[config.mk]
export PLATFORM = sky130hd
export DESIGN_NAME = dmem_rr_arbiter
export DESIGN_NICKNAME = d
export VERILOG_FILES = /design/src/rtl/dmem_rr_arbiter.sv
export SDC_FILE = /design/constraint.sdc
export NUM_CORES = 1
export LEC_CHECK = 0
export BUFFER_PORTS_ARGS = -buffer_cell sky130_fd_sc_hd__buf_2
export CORE_AREA = 2 2 241 243
export CTS_CLUSTER_SIZE = 14
export DETAILED_ROUTE_END_ITERATION = 7
export DIE_AREA = 0 0 243 245
export GPL_ROUTABILITY_DRIVEN = 0
export GPL_TIMING_DRIVEN = 0
export PLACE_DENSITY = 0.32
export SYNTH_ARGS = -nofsm -noshare
export SYNTH_HDL_FRONTEND = slang
export SYNTH_SLANG_ARGS = --single-unit
[constraint.sdc]
create_clock -name clk -period 3.35 [get_ports clk]
set_input_delay 0.335 -clock clk [delete_from_list [all_inputs] [get_ports clk]]
set_output_delay 0.335 -clock clk [all_outputs]
set_load 0.02 [all_outputs]
[src/rtl/dmem_rr_arbiter.sv]
`default_nettype none
// ============================================================================
// Module      : dmem_rr_arbiter
// Description : Round-robin arbiter sharing one data-memory port among four
//               processor nodes, with registered issue slot and read return.
// Revision    : 1.0 - initial release
// ============================================================================
module dmem_rr_arbiter #(
    parameter int ADDR_WIDTH = 32,
    parameter int DATA_WIDTH = 64
) (
    input  logic                  clk,
    input  logic                  reset,
    input  logic [3:0]            req_en,
    input  logic [3:0]            req_wr,
    input  logic [ADDR_WIDTH-1:0] req_addr_0,
    input  logic [ADDR_WIDTH-1:0] req_addr_1,
    input  logic [ADDR_WIDTH-1:0] req_addr_2,
    input  logic [ADDR_WIDTH-1:0] req_addr_3,
    input  logic [DATA_WIDTH-1:0] req_wdata_0,
    input  logic [DATA_WIDTH-1:0] req_wdata_1,
    input  logic [DATA_WIDTH-1:0] req_wdata_2,
    input  logic [DATA_WIDTH-1:0] req_wdata_3,
    output logic [3:0]            gnt,
    output logic [3:0]            rvalid,
    output logic [DATA_WIDTH-1:0] rdata,
    output logic                  mem_en,
    output logic                  mem_wr_en,
    output logic [ADDR_WIDTH-1:0] mem_addr,
    output logic [DATA_WIDTH-1:0] mem_wdata,
    input  logic                  mem_ready,
    input  logic [DATA_WIDTH-1:0] mem_rdata
);

    localparam int c_NODES = 4;

    logic [1:0]            r_ptr;
    logic [1:0]            r_tag;
    logic                  w_slot_free;
    logic                  w_found;
    logic                  w_grant;
    logic [1:0]            w_sel;
    logic [ADDR_WIDTH-1:0] w_addr_sel;
    logic [DATA_WIDTH-1:0] w_wdata_sel;

    // The slot frees either when empty or when its request retires this edge.
    assign w_slot_free = !mem_en || mem_ready;

    // Search starts at the priority pointer and wraps modulo four.
    always_comb begin
        w_found = 1'b0;
        w_sel   = r_ptr;
        for (int i = 0; i < c_NODES; i++) begin
            if (!w_found && req_en[r_ptr + 2'(i)]) begin
                w_found = 1'b1;
                w_sel   = r_ptr + 2'(i);
            end
        end
    end

    always_comb begin
        w_addr_sel  = req_addr_0;
        w_wdata_sel = req_wdata_0;
        case (w_sel)
            2'd1: begin
                w_addr_sel  = req_addr_1;
                w_wdata_sel = req_wdata_1;
            end
            2'd2: begin
                w_addr_sel  = req_addr_2;
                w_wdata_sel = req_wdata_2;
            end
            2'd3: begin
                w_addr_sel  = req_addr_3;
                w_wdata_sel = req_wdata_3;
            end
            default: begin
                w_addr_sel  = req_addr_0;
                w_wdata_sel = req_wdata_0;
            end
        endcase
    end

    assign w_grant = w_slot_free && w_found && !reset;
    assign gnt     = w_grant ? (4'b0001 << w_sel) : 4'b0000;
    assign rdata   = mem_rdata;

    always_ff @(posedge clk) begin
        if (reset) begin
            mem_en    <= 1'b0;
            mem_wr_en <= 1'b0;
            mem_addr  <= '0;
            mem_wdata <= '0;
            rvalid    <= 4'b0000;
            r_tag     <= 2'd0;
            r_ptr     <= 2'd0;
        end else begin
            rvalid <= (mem_en && !mem_wr_en && mem_ready) ? (4'b0001 << r_tag) : 4'b0000;
            if (w_slot_free) begin
                if (w_grant) begin
                    mem_en    <= 1'b1;
                    mem_wr_en <= req_wr[w_sel];
                    mem_addr  <= w_addr_sel;
                    mem_wdata <= w_wdata_sel;
                    r_tag     <= w_sel;
                    r_ptr     <= w_sel + 2'd1;
                end else begin
                    // Address and data registers intentionally hold when idle.
                    mem_en    <= 1'b0;
                    mem_wr_en <= 1'b0;
                end
            end
        end
    end

endmodule
`default_nettype wire

==> reports/results.txt <==
After floorplanning, the core was divided into 88 placement rows. The share of synthesized cell area in and, or, nand and nor gates was 0.197; the critical path data required time was 3.01 ns. The synthesized area per cell is 7.19 um2, and the post-synthesis async set-or-reset flop share is 0.

In the final timing run, aggregate negative setup slack is 0 ns. At the later pin of the worst-skew pair, clock insertion delay measures 0.39 ns. The quantity of I/O buffers inserted on ports is 564.

STA classifies the critical path endpoint as an output port. The final net count was 1933. After detailed routing, the met2 layer carries 20200 um of wire. The slowest library cell on the worst path was dfxtp_1.

The floorplan step defined a core boundary enclosing 0.0570 mm2. The design draws 5620 uW. The clock arrives with 0.0109 ns of skew.

For this block, the routed nets add up to 40400 um of wire. The peak fanout along the critical path was 10. For the synthesized net count, the log shows 1359. The final max-slew violation count was 0. In this run the critical register-to-register path is captured at mem_wdata[37].

The peak per-stage delay on the critical path was 0.42 ns. After detailed routing, no signal wire sits above met5. For the initial cell density of the core, the log shows 0.113.

The critical path class is flip-flop to output port. The adder and majority gate portion of the synthesized area is 0.00972. The tools report the I/O pin count as 629. In this run the cell area of the synthesized design comes to 0.00643 mm2. The flow ran to the end, and the final reports show no timing, DRC or antenna violations. The detailed placement HPWL is 32700 um, and the via total after detailed routing is 8821. The wire length per cell after detailed routing is 18.0 um.

The synthesized design contains 106 register bits. TritonCTS built the clock tree. The number of different library cells used by synthesis comes to 36. In this run the most critical hold path is launched from mem_ready.

Counting every sink on the clock net gives 106. Cell type with the highest occurrence count on the critical path: buf_2. The clock tree synthesis step divided the H-tree into 3 levels. The first global-routing pass estimated 56500 um of wire.

The run gives 0.330 as the sequential fraction of the synthesis area. The routed design could run at a clock period as short as 3.09 ns. By count the netlist is led by nand2_1, dfxtp_1, o21ai_0.

For the worst flop-to-flop path, the logic depth is 11. For the pin with the worst max-slew slack, the measured transition is 0.993 ns. The compound-cell area share of the yosys netlist was 0.318. The pre-antenna-repair detailed-routing pass consisted of 6 iterations.

The die covers 0.0595 mm2. Count of endpoints failing hold in the final timing report: 0. In this run the worst setup path begins at r_ptr[0].

The type of the most critical hold path was primary input to flip-flop. Most used standard cell by instance count after synthesis: nand2_1. The number of hold buffers added after CTS was 0.

The clock-pin slew on the worst setup and hold paths was 0.08 ns. The aggregate global-route resource usage is 0.128, and the via density per instance is 3.93. Entering global routing, the biggest net connects 18 pins. By area, the combinational part of the netlist is dominated by compound AO/OA/AOI/OAI gates. The initial antenna violation count is 8, and the violation count after the first detailed-route iteration is 579. In this run the critical register-to-register path is launched from r_ptr[1].

The Yosys step of the flow raised 0 warnings. The tools report the remaining antenna violation count after routing as 0. In this run the horizontal extent of the chip is 243 um. The fraction of layout cells with a size suffix above 1 came out at 0.472. The path with the worst hold slack has its endpoint at mem_wr_en. Counting flops with a built-in enable in the synthesized netlist gives 0. In this run the deepest clock path goes through 2 buffers. The tools report the via count of the first global-routing pass as 8858. Cell type with the largest total area after synthesis: dfxtp_1. The part of the cycle the worst path needs came out at 0.923.

Among all flip-flop cells after synthesis, the most frequent one is dfxtp_1. In the routed design, unresolved DRC markers number 0. Measured along the y axis, the die boundary spans 245 um. The worst path arrival time came out at 2.76 ns. Dividing total power by cell area gives a power density of 533 mW/mm2.

In the post-synthesis netlist, the biggest area contributors are dfxtp_1, nand2_1, a222oi_1, o21ai_0, a21oi_1. For the maximum vdd drop, the log shows 275 uV. The cell sitting at the root of the clock tree is a clkbuf_16.

The worst hold path passes through 4 cells. Counting the fill cells in the layout gives 6713. The worst setup path is launched from a flip-flop.

After clock tree synthesis, the setup repair step added 0 buffers. The logs give 16600 um for the routed metal-1 wirelength and 0 for the reported max-cap violation count. Setup violations remaining at the end of the flow were counted as 0. The instance count of the mapped netlist is 895, and the global route total overflow is 0. In this run the register-to-register setup slack is 0.29 ns.

The met3 layer wire length in the routed design was 2780 um; the area growth from synthesis to layout was 63.9%. The fraction of synthesized cell area taken by the top area cell type works out to 0.330. Counting the buffers created by CTS gives 9.

The worst-case headroom to the max-slew limit is 0.338. The synthesized-area fraction occupied by xor and xnor cells is 0, and the leakage power of the design is 0.00496 uW. Traced cell by cell, the critical path runs through nand2b_1 -> a21oi_2 -> nor3_4 -> inv_1 -> ha_1 -> clkbuf_4 -> buf_4 -> buf_2 -> and2_1 -> buf_2.

Mux contribution to synthesized area: 0. Setup repair after global routing could not meet its margin everywhere. The run gives 323 MHz as the highest clock rate.
-- worst max-delay path, delay by kind of cell (launching register included) --
family | cells | cell delay [ns]
buf+inv | 5 | 0.98
simple gates | 3 | 0.65
flops | 1 | 0.42
fa+ha+maj | 1 | 0.21
compound gates | 1 | 0.10
-- flip-flops by register name, summed over array words and instances (netlist names) --
| name | flops |
|---|---|
| mem_addr | 32 |
| mem_en | 1 |
| mem_wdata | 64 |
| mem_wr_en | 1 |
| r_ptr | 2 |
| r_tag | 2 |
| rvalid | 4 |
-- where the power goes --
| group | internal (uW) | leakage (uW) | switching (uW) | total [uW] |
|---|---|---|---|---|
| Combinational | 1060 | 0.00396 | 1930 | 2980 |
| Sequential | 1440 | 0.000866 | 99.2 | 1540 |
| Clock | 526 | 0.000131 | 570 | 1100 |
| Total | 3020 | 0.00496 | 2600 | 5620 |
-- layout make-up --
type                            instances  area [um2]  area share
Antenna cell                            7        17.5     0.00166
Multi-Input combinational cell        632        3390       0.321
Buffer                                150         935      0.0886
Timing Repair Buffer                  564        2820       0.268
Tap cell                              765         957      0.0907
Clock inverter                          6        41.3     0.00391
Inverter                                6        22.5     0.00214
Sequential cell                       106        2120       0.201
Clock buffer                           10         239      0.0227
-- worst max path at each step --
| stage | endpoint | slack [ns] | depth (start not counted) |
|---|---|---|---|
| 3_5_place_dp | mem_wdata[37] | -0.53 | 12 |
| 3_3_place_gp | mem_wdata[37] | -0.50 | 12 |
| 2_1_floorplan | mem_wdata[10] | 0.97 | 12 |
| 4_1_cts | gnt[2] | 0.004 | 10 |
| 6_report | gnt[2] | 0.26 | 10 |
| 5_1_grt | mem_wdata[37] | -0.007 | 11 |
-- cell families (layout without fill, tap and decap cells) --
kind of cell	count (synthesis)	in the layout
flops	106	106
fa+ha+maj	5	5
simple gates	321	321
buf+inv	157	736
other cells	0	7
compound gates	306	306
-- repair_timing --
| item | CTS | global route |
|---|---|---|
| resized for setup | 10 | 8 |
| pin swaps | 0 | 2 |
| setup endpoints to repair | 83 | 21 |
| cloned | 0 | 0 |
| endpoints found under the hold margin | 0 | 0 |
-- metal layers --
metal	track usage	vias to the layer above
met5	0	-
met4	0.0478	4
met3	0.0360	36
met2	0.224	337
met1	0.149	4125
li1	-	4319
-- stage by stage --
stage	utilization	instance area [um2]	std cells	hold slack (ns)	setup WS (ns)
3_5_place_dp	0.179	10200	2224	0.441	-0.528
3_3_place_gp	0.179	10200	2224	0.436	-0.505
2_1_floorplan	-	6430	895	0.430	0.967
4_1_cts	0.184	10500	2240	0.204	0.00422
6_report	0.185	10500	2246	0.243	0.257
5_1_grt	0.185	10500	2241	0.263	-0.00736
-- layout by cell type (no fill, tap or decap), drive strengths merged, types with 2 or more instances in the layout --
cell type	netlist	final
a21boi	2	2
a21oi	99	99
a222oi	96	96
and2	4	4
buf	108	670
clkbuf	43	54
clkinv	0	2
clkinvlp	0	3
dfxtp	106	106
diode	0	7
ha	5	5
inv	6	7
nand2	296	296
nand2b	3	3
nand3b	3	3
nor2	4	4
nor2b	2	2
nor3	2	2
o21ai	102	102
(Power assumes the default switching activity.)
